<file path="src/rtl/pixel_sink.sv">
// Pixel plot sink: range-checks plotted pixels, converts them to linear frame-buffer
// addresses, queues them in a FIFO and writes them out over a valid/ready port.
// Optional build macro PIXEL_SINK_DROPCNT_EN adds the 16-bit saturating oDropCount output.
module pixel_sink #(
  parameter int X_SCREEN_PIXELS = 320,
  parameter int Y_SCREEN_PIXELS = 240,
  parameter int FIFO_DEPTH      = 8,
  parameter int XW              = $clog2(X_SCREEN_PIXELS) + 1,
  parameter int YW              = $clog2(Y_SCREEN_PIXELS) + 1,
  parameter int AW              = $clog2(X_SCREEN_PIXELS * Y_SCREEN_PIXELS)
) (
  input  logic          iClock,
  input  logic          iReset,
  input  logic [XW-1:0] iX,
  input  logic [YW-1:0] iY,
  input  logic [2:0]    iColour,
  input  logic          iPlot,
  input  logic          iNewFrame,
  output logic [AW-1:0] oMemAddr,
  output logic [2:0]    oMemData,
  output logic          oMemWe,
  input  logic          iMemReady,
  output logic          oEmpty,
  output logic          oFull,
  output logic          oOverflow,
  output logic          oClipped,
  output logic [7:0]    oFrameCount
`ifdef PIXEL_SINK_DROPCNT_EN
  ,
  output logic [15:0]   oDropCount
`endif
);

  localparam int PW = $clog2(FIFO_DEPTH);
  localparam int CW = PW + 1;
  localparam int EW = AW + 3;
  localparam logic [XW-1:0] X_LIMIT = XW'(X_SCREEN_PIXELS);
  localparam logic [YW-1:0] Y_LIMIT = YW'(Y_SCREEN_PIXELS);
  localparam logic [CW-1:0] DEPTH_C = CW'(FIFO_DEPTH);

  typedef enum logic {
    S_IDLE,
    S_WRITE
  } state_t;

  state_t r_state;
  state_t w_next_state;

  logic          w_in_range;
  logic          w_clip_now;
  logic [AW-1:0] w_addr;
  logic          r_stage_valid;
  logic [AW-1:0] r_stage_addr;
  logic [2:0]    r_stage_colour;
  logic          r_clipped;

  logic [EW-1:0] r_fifo_mem [FIFO_DEPTH];
  logic [PW-1:0] r_wr_ptr;
  logic [PW-1:0] r_rd_ptr;
  logic [CW-1:0] r_count;
  logic [EW-1:0] w_head;
  logic          w_push;
  logic          w_pop;
  logic          w_drop;
  logic          w_fifo_nonempty;

  logic [AW-1:0] r_mem_addr;
  logic [2:0]    r_mem_data;
  logic          r_overflow;
  logic [7:0]    r_frame_count;

  // Stage 1: range check and linear address.
  assign w_in_range = (iX < X_LIMIT) && (iY < Y_LIMIT);
  assign w_clip_now = iPlot && !w_in_range;
  assign w_addr     = AW'(iY) * AW'(X_SCREEN_PIXELS) + AW'(iX);

  always_ff @(posedge iClock) begin
    if (iReset) begin
      r_stage_valid  <= 1'b0;
      r_stage_addr   <= '0;
      r_stage_colour <= '0;
      r_clipped      <= 1'b0;
    end else begin
      // NOTE: sequential state uses non-blocking assignments so every register samples pre-edge values.
      r_stage_valid <= iPlot && w_in_range;
      r_clipped     <= w_clip_now;
      if (iPlot && w_in_range) begin
        r_stage_addr   <= w_addr;
        r_stage_colour <= iColour;
      end
    end
  end

  // Stage 2: FIFO. A pop in the same cycle frees a slot for a push into a full FIFO.
  assign w_fifo_nonempty = (r_count != '0);
  assign w_push          = r_stage_valid && ((r_count < DEPTH_C) || w_pop);
  assign w_drop          = r_stage_valid && !w_push;
  assign w_head          = r_fifo_mem[r_rd_ptr];

  // NOTE: the storage array has no reset; the pointers and count alone define which entries are valid.
  always_ff @(posedge iClock) begin
    if (w_push) begin
      r_fifo_mem[r_wr_ptr] <= {r_stage_addr, r_stage_colour};
    end
  end

  always_ff @(posedge iClock) begin
    if (iReset) begin
      r_wr_ptr <= '0;
      r_rd_ptr <= '0;
      r_count  <= '0;
    end else begin
      if (w_push) r_wr_ptr <= r_wr_ptr + PW'(1);
      if (w_pop)  r_rd_ptr <= r_rd_ptr + PW'(1);
      case ({w_push, w_pop})
        2'b10:   r_count <= r_count + CW'(1);
        2'b01:   r_count <= r_count - CW'(1);
        default: r_count <= r_count;
      endcase
    end
  end

  // Write FSM: the output register holds the popped head until the memory accepts it.
  always_ff @(posedge iClock) begin
    if (iReset) r_state <= S_IDLE;
    else        r_state <= w_next_state;
  end

  // NOTE: every always_comb output gets a default first so no path can infer a latch.
  always_comb begin
    w_next_state = r_state;
    w_pop        = 1'b0;
    oMemWe       = 1'b0;
    case (r_state)
      S_IDLE: begin
        if (w_fifo_nonempty) begin
          w_pop        = 1'b1;
          w_next_state = S_WRITE;
        end
      end
      S_WRITE: begin
        oMemWe = 1'b1;
        if (iMemReady) begin
          if (w_fifo_nonempty) w_pop        = 1'b1;
          else                 w_next_state = S_IDLE;
        end
      end
      default: w_next_state = S_IDLE;
    endcase
  end

  always_ff @(posedge iClock) begin
    if (iReset) begin
      r_mem_addr <= '0;
      r_mem_data <= '0;
    end else if (w_pop) begin
      {r_mem_addr, r_mem_data} <= w_head;
    end
  end

  always_ff @(posedge iClock) begin
    if (iReset) begin
      r_overflow    <= 1'b0;
      r_frame_count <= '0;
    end else begin
      if (w_drop)    r_overflow    <= 1'b1;
      if (iNewFrame) r_frame_count <= r_frame_count + 8'd1;
    end
  end

  assign oMemAddr    = r_mem_addr;
  assign oMemData    = r_mem_data;
  assign oFull       = (r_count == DEPTH_C);
  assign oEmpty      = (r_count == '0) && (r_state == S_IDLE) && !r_stage_valid;
  assign oOverflow   = r_overflow;
  assign oClipped    = r_clipped;
  assign oFrameCount = r_frame_count;

`ifdef PIXEL_SINK_DROPCNT_EN
  // A clip and a FIFO drop can land on the same edge, so the increment is 0..2.
  logic [15:0] r_drop_count;
  logic [15:0] w_loss;

  assign w_loss = 16'(w_drop) + 16'(w_clip_now);

  always_ff @(posedge iClock) begin
    if (iReset) begin
      r_drop_count <= '0;
    end else if (r_drop_count > (16'hFFFF - w_loss)) begin
      r_drop_count <= 16'hFFFF;
    end else begin
      r_drop_count <= r_drop_count + w_loss;
    end
  end

  assign oDropCount = r_drop_count;
`else
  // Without the counter, losses are visible only through oOverflow and oClipped.
`endif

endmodule

</file>
<file path="config.mk">
export PLATFORM = sky130hd
export DESIGN_NAME = pixel_sink
export DESIGN_NICKNAME = d
export VERILOG_FILES = /design/src/rtl/pixel_sink.sv
export SDC_FILE = /design/constraint.sdc
export NUM_CORES = 1
export LEC_CHECK = 0
export CAP_MARGIN = 15
export CORE_MARGIN = 1.5
export CORE_UTILIZATION = 45
export DETAILED_ROUTE_END_ITERATION = 6
export PLACE_DENSITY = 0.74
export SYNTH_ARGS = -nofsm -noshare
export SYNTH_HDL_FRONTEND = slang
export SYNTH_SLANG_ARGS = --single-unit
</file>
<file path="constraint.sdc">
create_clock -name iClock -period 5.13 [get_ports iClock]
set_input_delay 1.026 -clock iClock [delete_from_list [all_inputs] [get_ports iClock]]
set_output_delay 1.026 -clock iClock [all_outputs]
set_load 0.01 [all_outputs]
</file>
* Yosys cells after proc, flatten, opt, wreduce, memory -nomap -nowiden
Memories as Yosys holds them, arrays and structs flattened. A register that Yosys moved wholly into a read port is not among the register bits.
Index checks and enable logic that the tools add are counted.
** Storage, ports and cells
- Word-level logic and storage cells :: 48
- Bits in registers :: 42
- Output and inout port bits :: 33
- Memories kept :: 1
- Bits of input ports :: 27
- Bits in writable memories :: 160
** Operators by class
- Multiplexer cells :: 9
- Bitwise operators :: 1
- Magnitude comparators :: 3
- Add/subtract/negate cells :: 6
- Equality and inequality tests :: 3
- Reductions and logical operators :: 14
- Multipliers :: 1
** Memories
- r_fifo_mem :: depth 8, width 20, read ports 1, clocked after Yosys merged registers in 1, wr ports 1, line 57 : logic [EW-1:0] r_fifo_mem [FIFO_DEPTH];
** Operator list (count)
- adder 17 x 10 -> 17 bit :: 1
- multiplier 9 x 3 -> 11 bit, second input constant :: 1
- < comparator 10 x 9 -> 1 bit, second input constant :: 1
- < comparator 9 x 8 -> 1 bit, second input constant :: 1
- adder 8 x 1 -> 8 bit, second input constant :: 1
- one-hot mux 4 bit (2 select lines) :: 1
- logical AND 1 bit :: 7
- adder 3 x 1 -> 3 bit, second input constant :: 2
- 2-to-1 mux 1 bit :: 6
- adder 4 x 1 -> 4 bit, second input constant :: 1
- equality test 4 bit, second input constant :: 1
- logical NOT 4 bit :: 1
- < comparator 4 bit, second input constant :: 1
- one-hot mux 1 bit (2 select lines) :: 2
- nonzero test 4 bit :: 1
- subtractor 4 x 1 -> 4 bit, second input constant :: 1
- logical NOT 1 bit :: 3
- equality test 2 x 1 -> 1 bit, second input constant :: 1
- equality test 2 bit, second input constant :: 1
- nonzero test 2 bit :: 1
- logical OR 1 bit :: 1
- NOT 1 bit :: 1

* Depth between registers and ports, before layout
Gate-level depths: netlist of the first run.
- Word-level depth :: 8
- Mapped depth :: 11
- Depth with buffers taken out :: 11

* Worst setup path after synthesis of the first run
OpenSTA, ideal clock, no wires.
- Path type :: input-to-reg
- Start point :: input iMemReady
- End point :: memory r_fifo_mem[0][0] (netlist name) (enable)
- Arrival :: 2.855 ns
- Required time :: 4.708 ns
- Setup time :: 0.422 ns
- Cell stages on the path :: 5
- Path buffers :: 0
- Path slack :: 1.853 ns
- Path through :: nor2b_1 > nand2_1 > and2_1 > nand2b_1 > nor3_1
** On the way
- Longest elaborated chain between the ends :: 6
** RTL lines
- start, declared :: line 22 : input logic iMemReady,
- 2-to-1 mux 1 bit :: line 143 : if (iMemReady) begin
- one-hot mux 1 bit (2 select lines) :: line 134 : case (r_state)
- logical OR 1 bit :: line 96 : assign w_push = r_stage_valid && ((r_count < DEPTH_C) || w_pop);
- logical AND 1 bit :: line 96
- 2-to-1 mux 1 bit :: line 102 : if (w_push) begin
- 2-to-1 mux 1 bit (not written as such) :: line 103 : r_fifo_mem[r_wr_ptr] <= {r_stage_addr, r_stage_colour};
- end, declared :: line 57
No other way between the ends.

* Worst setup path in the final report of the first run
- Start point :: register r_count[3]
- End point :: output oEmpty
** On the way
- Longest elaborated chain between the ends :: 3
** RTL lines
- start, declared :: line 60 : logic [CW-1:0] r_count;
- start signal, assigned :: line 116 : 2'b10: r_count <= r_count + CW'(1);
- start signal, assigned :: line 117 : 2'b01: r_count <= r_count - CW'(1);
- start signal, assigned :: line 118 : default: r_count <= r_count;
- logical NOT 4 bit :: line 174 : assign oEmpty = (r_count == '0) && (r_state == S_IDLE) && !r_stage_valid;
- logical AND 1 bit (2 in series) :: line 174
- end, declared :: line 23 : output logic oEmpty,
No other way between the ends.

==> results of run 1 <==
==> synth_stat cells, types with 7 or more instances <==
cell type	number
a211oi_1	29
a21oi_1	25
clkbuf_1	12
dfxtp_1	62
edfxtp_1	160
ha_1	24
inv_1	9
mux2i_1	22
mux4_2	40
nand2_1	39
nand4_1	7
nor2_1	62
xnor2_1	9
xor2_1	12
==> area by class of cell <==
cell class | instances | area [sq um]
inverters | 10 | 37.5
fillers | 1597 | 8900
repair buffers | 73 | 691
well taps | 265 | 332
clock inverters | 12 | 169
clock buffers | 28 | 583
multi-input cells | 329 | 2900
flip-flops and latches | 222 | 6050
==> state kept, by name (all words and copies together) (netlist names), 3 cells and up <==
name            flops
r_stage_addr       17
r_count             4
r_rd_ptr            3
r_stage_colour      3
oMemData            3
r_fifo_mem        160
oMemAddr           17
oFrameCount         8
r_wr_ptr            3
==> report_power, final <==
group / internal [W] / switching (W) / leakage (nW)
combinational: 0.000640 / 0.000613 / 1.22
sequential: 0.00203 / 0.000134 / 1.93
clock: 0.00101 / 0.000639 / 0.364
total: 0.00368 / 0.00139 / 3.52
==> layer usage <==
metal  up-vias  GRT usage, %
met5         -             0
met4         0          5.20
met3        27          2.42
met2       138          29.5
met1      2533          21.8
li1       2407             -
==> worst register-to-register path, delay by kind of cell (launching register included) <==
family	cells	cell delay [ps]
and+or+nand+nor	3	1040
adders and majority gates	2	580
AOI/OAI and AO/OA	3	500
DFF	1	360
buffers and inverters	1	290
xor gates and xnor gates	1	90
==> worst paths after layout <==
kind	from	end	slack, ps	cells after the start
max	r_count[3]	oEmpty	1700	3
min	oOverflow	oOverflow	490	2
max reg2reg	r_count[3]	r_count[3]	2200	10
min reg2reg	oOverflow	oOverflow	490	2
==> per-stage QoR <==
stage	utilization [%]	power, W	instance area [sq um]	instances	hold slack [ps]
global route	54.7	0.00531	10800	939	515
global placement	50.9	0.00341	10000	899	453
detailed placement	50.9	0.00347	10000	899	474
CTS	54.7	0.00512	10800	939	492
floorplan	-	0.00305	9110	589	462
finish	54.7	0.00506	10800	939	489
==> cell families after synthesis <==
family                   after synthesis
multiplexers                          62
buffers and inverters                 38
flip-flops                           222
AO/OA/AOI/OAI                         78
AND/OR/NAND/NOR                      141
adder cells (fa/ha/maj)               27
XOR/XNOR                              21
==> flow_summary.ini, run 1 <==
[status]
status = finished, final reports clean

[synth]
syn-instance-count = 589
yosys_register_bits = 222
syn_nets = 643
synth_top_family_by_area = multiplexers
synth_xor_area_share_pct = 2.02
synth-compound-area-share_pct = 6.18
syn_area_sq_mm = 0.00911
syn-mean-instance-area_sq_um = 15.5
muxShareOfSynthArea_pct = 12.3
synth_edf_count = 160
yosysSeqAreaShare_pct = 66.3
synth_adder_area_share_pct = 3.95
yosysTopAreaCell = edfxtp_1
yosys.area_share.simple_pct = 7.14
synthTopCellsByArea = edfxtp_1 53%, dfxtp_1 14%, mux4_2 9.9%
ys_async_sr_fraction_pct = 0
ys.warnings.count = 0
yosys.area.top_type_share_pct = 52.7
yosys.cell_types.count = 53
synthFlopType = edfxtp_1

[final_layout]
area_delta_synth_final_pct = 18.0
num_antenna_cells = 0
drive_gt1_share_pct = 15.1
mostFrequentLayoutCell = edfxtp_1
final_nets = 712
final_cell_mix = 160 x edfxtp_1, 61 x nor2_1, 60 x dfxtp_1

[timing]
slew_violations = 0
totalNegativeSetupSlack_ps = 0
relSlewSlack_pct = 45.9
fmax_mhz = 291
fin_ws_ps = 1700
final_hold_viol_count = 0
finalCritPeriodShare_pct = 66.9
tightest_slew_ps = 812
skew_ps = 12.5
setup_viol = 0
min_period_ps = 3430
rsz0062_at_grt = no

[drt]
num_vias = 5105
met2_length_mm = 8.70
drtAntennaViolNets = 0
drc = 0
drtIter0Drc = 360
wl_met1_mm = 7.65
dr.pass1.iters = 4
met3_length_um = 889
viasPerCell = 5.44
highest_layer = met4
wl_per_cell_um = 18.7
routed_wl_mm = 17.6

[critical_path]
cp_max_fo = 6
max_stage_delay_ps = 680
critical_path.top_delay_family = simple AND/OR/NAND/NOR gates
path_cells = nor4_1, nor3b_1, clkdlybuf4s50_1
start_kind = flip-flop
cp_data_required_time_ps = 4100
crit_type = flip-flop to output pin
critPathCaptureType = output pin
critPathArrivalTime_ps = 2410
slowest_stage = nor4_1
cp_num_buf_inv = 1

[place]
gp_congestion = 0.774
dp_hpwl_mm = 10.5
io_buffer_count = 59
pre_cts_ws_ps = 1360

[global_route]
grt_pass1_wl_mm = 28.0
grt_pass1_vias = 5248
grt.overflow.total = 0
grt_antenna_before_repair = 0
grt_max_degree = 45
grt_use_total_pct = 16.9

[floorplanning]
die_y_um = 145
design.core.area_sq_mm = 0.0197
start_util_pct = 46.4
row_count = 51
io_pins = 60
dieWidth_um = 145
dieArea_sq_mm = 0.0211

[power]
leakage_nw = 3.52
ir_drop_v = 0.000242
powerDensity_mw_per_mm2 = 471

[clock_tree]
cts_buffers = 22
postCtsSetupBuffers = 0
htreeDepth = 1
cts.sinks = 222
root_buffer = clkbuf_16
clk_path_buf_depth = 3
cts_tree = built
clock_latency_ps = 500
clk_pin_slew_worst_paths_ps = 60
cts-resized-gates = 0
hold_buffers = 0

[hold_path]
min_path_type = flip-flop to flip-flop

[job]
maxCapViolations = 0
Note: power is estimated with default switching activity, not from simulation.
==> run 2: changes to the inputs <==
--- a/config.mk
+++ b/config.mk
@@ -9,7 +9,7 @@
 export CORE_MARGIN = 1.5
 export CORE_UTILIZATION = 45
 export DETAILED_ROUTE_END_ITERATION = 6
-export PLACE_DENSITY = 0.74
+export PLACE_DENSITY = 0.77
 export SYNTH_ARGS = -nofsm -noshare
 export SYNTH_HDL_FRONTEND = slang
 export SYNTH_SLANG_ARGS = --single-unit
==> constraint.sdc (replaced) <==
create_clock -name iClock -period 2.8 [get_ports iClock]
set_input_delay 0.56 -clock iClock [delete_from_list [all_inputs] [get_ports iClock]]
set_output_delay 0.56 -clock iClock [all_outputs]
set_load 0.01 [all_outputs]
==> flow_summary.ini, run 2 (synthesis results as in run 1) <==
[global_route]
grt_max_degree = 44
grt_antenna_before_repair = 0
grt.overflow.total = 0
grt_use_total_pct = 17.7
grt_pass1_wl_mm = 29.3
grt_pass1_vias = 5627

[floorplanning]
die_y_um = 145
design.core.area_sq_mm = 0.0197
dieWidth_um = 145
io_pins = 60
row_count = 51
start_util_pct = 46.4
dieArea_sq_mm = 0.0211

[final_layout]
largest_reg_flops = 160
multi_input_area_sq_mm = 0.00291
num_antenna_cells = 0
regArea_sq_mm = 0.00605
area_delta_synth_final_pct = 22.3
fin_util_pct = 56.7
drive_gt1_share_pct = 21.1
regMostFlops = r_fifo_mem
mostFrequentLayoutCell = edfxtp_1
final_nets = 755
fillers = 1542
fin_cells = 982
final_cell_mix = 160 x edfxtp_1, 61 x nor2_1, 61 x dfxtp_1

[clock_tree]
postCtsSetupBuffers = 0
root_buffer = clkbuf_16
cts.sinks = 222
cts-resized-gates = 0
clk_path_buf_depth = 3
cts_tree = built
hold_buffers = 0
clock_latency_ps = 500
clk_pin_slew_worst_paths_ps = 60
htreeDepth = 1
cts_buffers = 22

[timing]
relSlewSlack_pct = 61.1
rsz0062_at_grt = no
skew_ps = 20.5
hold_slack_ps = 481
finalCritPeriodShare_pct = 95.7
fmax_mhz = 373
fin_ws_ps = 119
min_period_ps = 2680
tightest_slew_ps = 584
setup_viol = 0
final_hold_viol_count = 0
slew_violations = 0

[place]
io_buffer_count = 59
dp_hpwl_mm = 11.0
gp_congestion = 0.775
placed_cells = 942
pre_cts_ws_ps = -458

[drt]
drtAntennaViolNets = 0
viasPerCell = 5.39
wl_per_cell_um = 18.6
dr.pass1.iters = 5
wl_met1_mm = 7.36
routed_wl_mm = 18.3
highest_layer = met4
drtIter0Drc = 349
drc = 0
met2_length_mm = 9.57
num_vias = 5295
met3_length_mm = 1.02

[hold_path]
min_path_type = flip-flop to flip-flop

[critical_path]
crit_type = input pin to flip-flop
critical_path.top_delay_family = buffers and inverters
slowest_stage = clkdlybuf4s50_1
path_cells = clkdlybuf4s50_1, buf_4, ha_1, ha_1, buf_4, a211oi_1, and4bb_1, buf_4, xnor2_1, a211oi_1
cp_num_buf_inv = 4
cp_common_cell = buf_4
critPathCaptureType = flip-flop
cp_max_fo = 5
start_kind = input pin
max_stage_delay_ps = 430
critPathArrivalTime_ps = 3070
cp_data_required_time_ps = 3190

[job]
maxCapViolations = 0

[status]
status = finished, final reports clean

[power]
powerDensity_mw_per_mm2 = 825
leakage_nw = 3.75
ir_drop_v = 0.000617
[run 2: final timing paths]
path	from	endpoint	slack [ps]	depth (start not counted)
max	iY[3]	r_stage_addr[13]	120	10
min	oOverflow	oOverflow	480	2
max reg2reg	r_count[3]	r_count[3]	500	10
min reg2reg	oOverflow	oOverflow	480	2
[run 2: metrics by stage]
stage	total power (W)	cell area [sq um]	setup TNS (ps)
after global routing	0.00966	11100	0
after global placement	0.00641	10400	-1450
after floorplan	0.00559	9120	0
final	0.00919	11100	0
after detailed placement	0.00652	10400	-1750
after CTS	0.00929	11100	0
[run 2: area by class of cell]
cell class / count / share of cell area (%)
clock buffer: 35 / 5.84
clock inverter: 5 / 0.326
inverter: 10 / 0.337
multi-input combinational: 329 / 26.1
sequential: 222 / 54.3
tap: 265 / 2.98
timing repair buffer: 116 / 10.1
[run 2: worst reg2reg max path, stage by stage (launching register included)]
cell     delay (ps)
dfxtp_1         350
nor4_1          290
buf_4           180
nor2_4           50
ha_1            190
ha_1            270
a21o_1          170
a21oi_1         160
xnor2_1         100
or3_1           330
a21oi_1         140
[run 2: layer usage]
| layer | global-route usage [%] | up-vias |
|---|---|---|
| met5 | 0 | - |
| met4 | 5.15 | 0 |
| met3 | 2.17 | 31 |
| met2 | 32.6 | 161 |
| met1 | 21.7 | 2624 |
| li1 | - | 2479 |
[run 2: report_power, final]
group	switching [W]	internal, W	leakage [nW]
Clock	0.00117	0.00160	0.342
Sequential	0.000169	0.00371	1.93
Combinational	0.00123	0.00131	1.47
Total	0.00257	0.00662	3.75
==> run 3: changes to the inputs <==
--- a/config.mk
+++ b/config.mk
@@ -5,11 +5,13 @@
 export SDC_FILE = /design/constraint.sdc
 export NUM_CORES = 1
 export LEC_CHECK = 0
-export CAP_MARGIN = 15
+export CAP_MARGIN = 10
 export CORE_MARGIN = 1.5
 export CORE_UTILIZATION = 45
 export DETAILED_ROUTE_END_ITERATION = 6
 export PLACE_DENSITY = 0.77
+export RECOVER_POWER = 50
+export SKIP_LAST_GASP = 1
 export SYNTH_ARGS = -nofsm -noshare
 export SYNTH_HDL_FRONTEND = slang
 export SYNTH_SLANG_ARGS = --single-unit
==> flow_summary.ini, run 3 (synthesis results as in run 1) <==
[drt]
viasPerCell = 5.43
routed_wl_mm = 18.4
wl_per_cell_um = 18.7
dr.pass1.iters = 5
num_vias = 5330
drtAntennaViolNets = 0
drc = 0
drtIter0Drc = 333

[timing]
final_hold_viol_count = 0
min_period_ps = 2680
fmax_mhz = 373
tightest_slew_ps = 927
relSlewSlack_pct = 38.2
slew_violations = 0
setup_viol = 0
skew_ps = 19.8
fin_ws_ps = 117
rsz0062_at_grt = no
finalCritPeriodShare_pct = 95.8

[power]
clockPowerShare_pct = 30.2
leakage_nw = 3.73
seq_power_share_pct = 42.3
powerDensity_mw_per_mm2 = 827
net-switching-power_w = 0.00257
ir_drop_v = 0.000591
switching_share_pct = 28.0
p_comb_share_pct = 27.5
p_int_w = 0.00661
finalPower_w = 0.00917

[clock_tree]
cts_tree = built
root_buffer = clkbuf_16
cts.sinks = 222
clock_latency_ps = 500
clk_path_buf_depth = 3
postCtsSetupBuffers = 0
cts_buffers = 22
clk_pin_slew_worst_paths_ps = 60
htreeDepth = 1

[place]
io_buffer_count = 59
placed_cells = 942
dp_hpwl_mm = 11.0
gp_congestion = 0.775
pre_cts_ws_ps = -458
place_area_sq_mm = 0.0104

[status]
status = finished, final reports clean

[global_route]
grt.overflow.total = 0
grt_pass1_wl_mm = 29.3
grt_use_total_pct = 17.7
grt_antenna_before_repair = 0
grt_pass1_vias = 5627
grt_max_degree = 44

[final_layout]
fillers = 1548
multi_input_area_sq_mm = 0.00291
num_antenna_cells = 0
fin_cells = 982
final_nets = 755
final_cell_area_sq_mm = 0.0111
largest_reg_flops = 160
final_cell_mix = 160 x edfxtp_1, 62 x nor2_1, 61 x dfxtp_1
regArea_sq_mm = 0.00605
area_delta_synth_final_pct = 21.8
mostFrequentLayoutCell = edfxtp_1
drive_gt1_share_pct = 20.6
fin_util_pct = 56.5
regMostFlops = r_fifo_mem

[floorplanning]
row_count = 51
design.core.area_sq_mm = 0.0197
start_util_pct = 46.4
dieWidth_um = 145
io_pins = 60
die_y_um = 145
dieArea_sq_mm = 0.0211

[critical_path]
start_kind = input pin
cp_data_required_time_ps = 3190
crit_type = input pin to flip-flop
slowest_stage = clkdlybuf4s50_1
critPathCaptureType = flip-flop
path_cells = clkdlybuf4s50_1, buf_4, ha_1, ha_1, buf_4, a211oi_1, and4bb_1, buf_4, xnor2_1, a211oi_1
cp_max_fo = 5
critPathArrivalTime_ps = 3070
max_stage_delay_ps = 430
cp_common_cell = buf_4

[hold_path]
min_path_type = flip-flop to flip-flop

[job]
maxCapViolations = 0
==> run 3: cell types whose count changed in the layout (fill, tap and decap cells not counted) <==
cell | previous run | this run
clkdlybuf4s50_1 | 57 | 54
dlygate4sd3_1 | 0 | 3
buf_4 | 48 | 45
and2_1 | 1 | 0
clkbuf_2 | 1 | 4
nor2_1 | 61 | 62
nor2_4 | 1 | 0
and2_0 | 0 | 1
clkbuf_1 | 7 | 9
buf_12 | 9 | 7
==> run 3: power groups by stage <==
| stage | registers, W | clock network, W | logic, W |
|---|---|---|---|
| finish | 0.00388 | 0.00277 | 0.00252 |
| global route | 0.00392 | 0.00294 | 0.00278 |
| CTS | 0.00389 | 0.00282 | 0.00258 |
| detailed placement | 0.00395 | 0 | 0.00256 |
| global placement | 0.00394 | 0 | 0.00247 |
| floorplan | 0.00396 | 0 | 0.00163 |
==> run 3: path summary, 6_finish.rpt <==
| path | startpoint | end | slack [ps] | cells after the start |
|---|---|---|---|---|
| setup / recovery | iY[3] | r_stage_addr[13] | 120 | 10 |
| hold / removal | oOverflow | oOverflow | 480 | 2 |
| setup reg to reg | r_count[0] | r_count[3] | 440 | 10 |
| hold reg to reg | oOverflow | oOverflow | 480 | 2 |
==> run 3: metal layers <==
metal  vias to the layer above  global-route usage (%)  share of wire (%)  routed length [um]
met2                       172                    32.6                 51                9470
li1                       2481                       -                  -                   -
met4                         0                    5.15                2.4                 436
met1                      2639                    21.7                 41                7610
met5                         -                       0                  0                   0
met3                        38                    2.17                4.9                 894
==> run 3: metrics by stage <==
| stage | setup TNS (ps) | hold WS (ps) |
|---|---|---|
| after floorplan | 0 | 462 |
| after global placement | -1450 | 461 |
| after detailed placement | -1750 | 459 |
| after CTS | 0 | 485 |
| after global routing | 0 | 516 |
| final | 0 | 483 |
==> run 3: repair_timing <==
action | in CTS | in global routing
endpoints found under the setup margin | 0 | 4
resized for setup | 0 | 5
hold buffers | 0 | 0
==> run 3: area by class of cell <==
class | instances | area share (%)
timing repair buffer | 116 | 9.81
inverter | 10 | 0.338
sequential | 222 | 54.5
clock inverter | 5 | 0.327
multi-input combinational | 329 | 26.2
clock buffer | 35 | 5.86
tap | 265 | 2.99
==> run 3: worst max-delay path: cells and delay by family <==
kind	cells	cell delay, ps
compound gates	2	550
xor+xnor	1	110
fa+ha+maj	2	680
buf+inv	4	880
simple gates	1	280
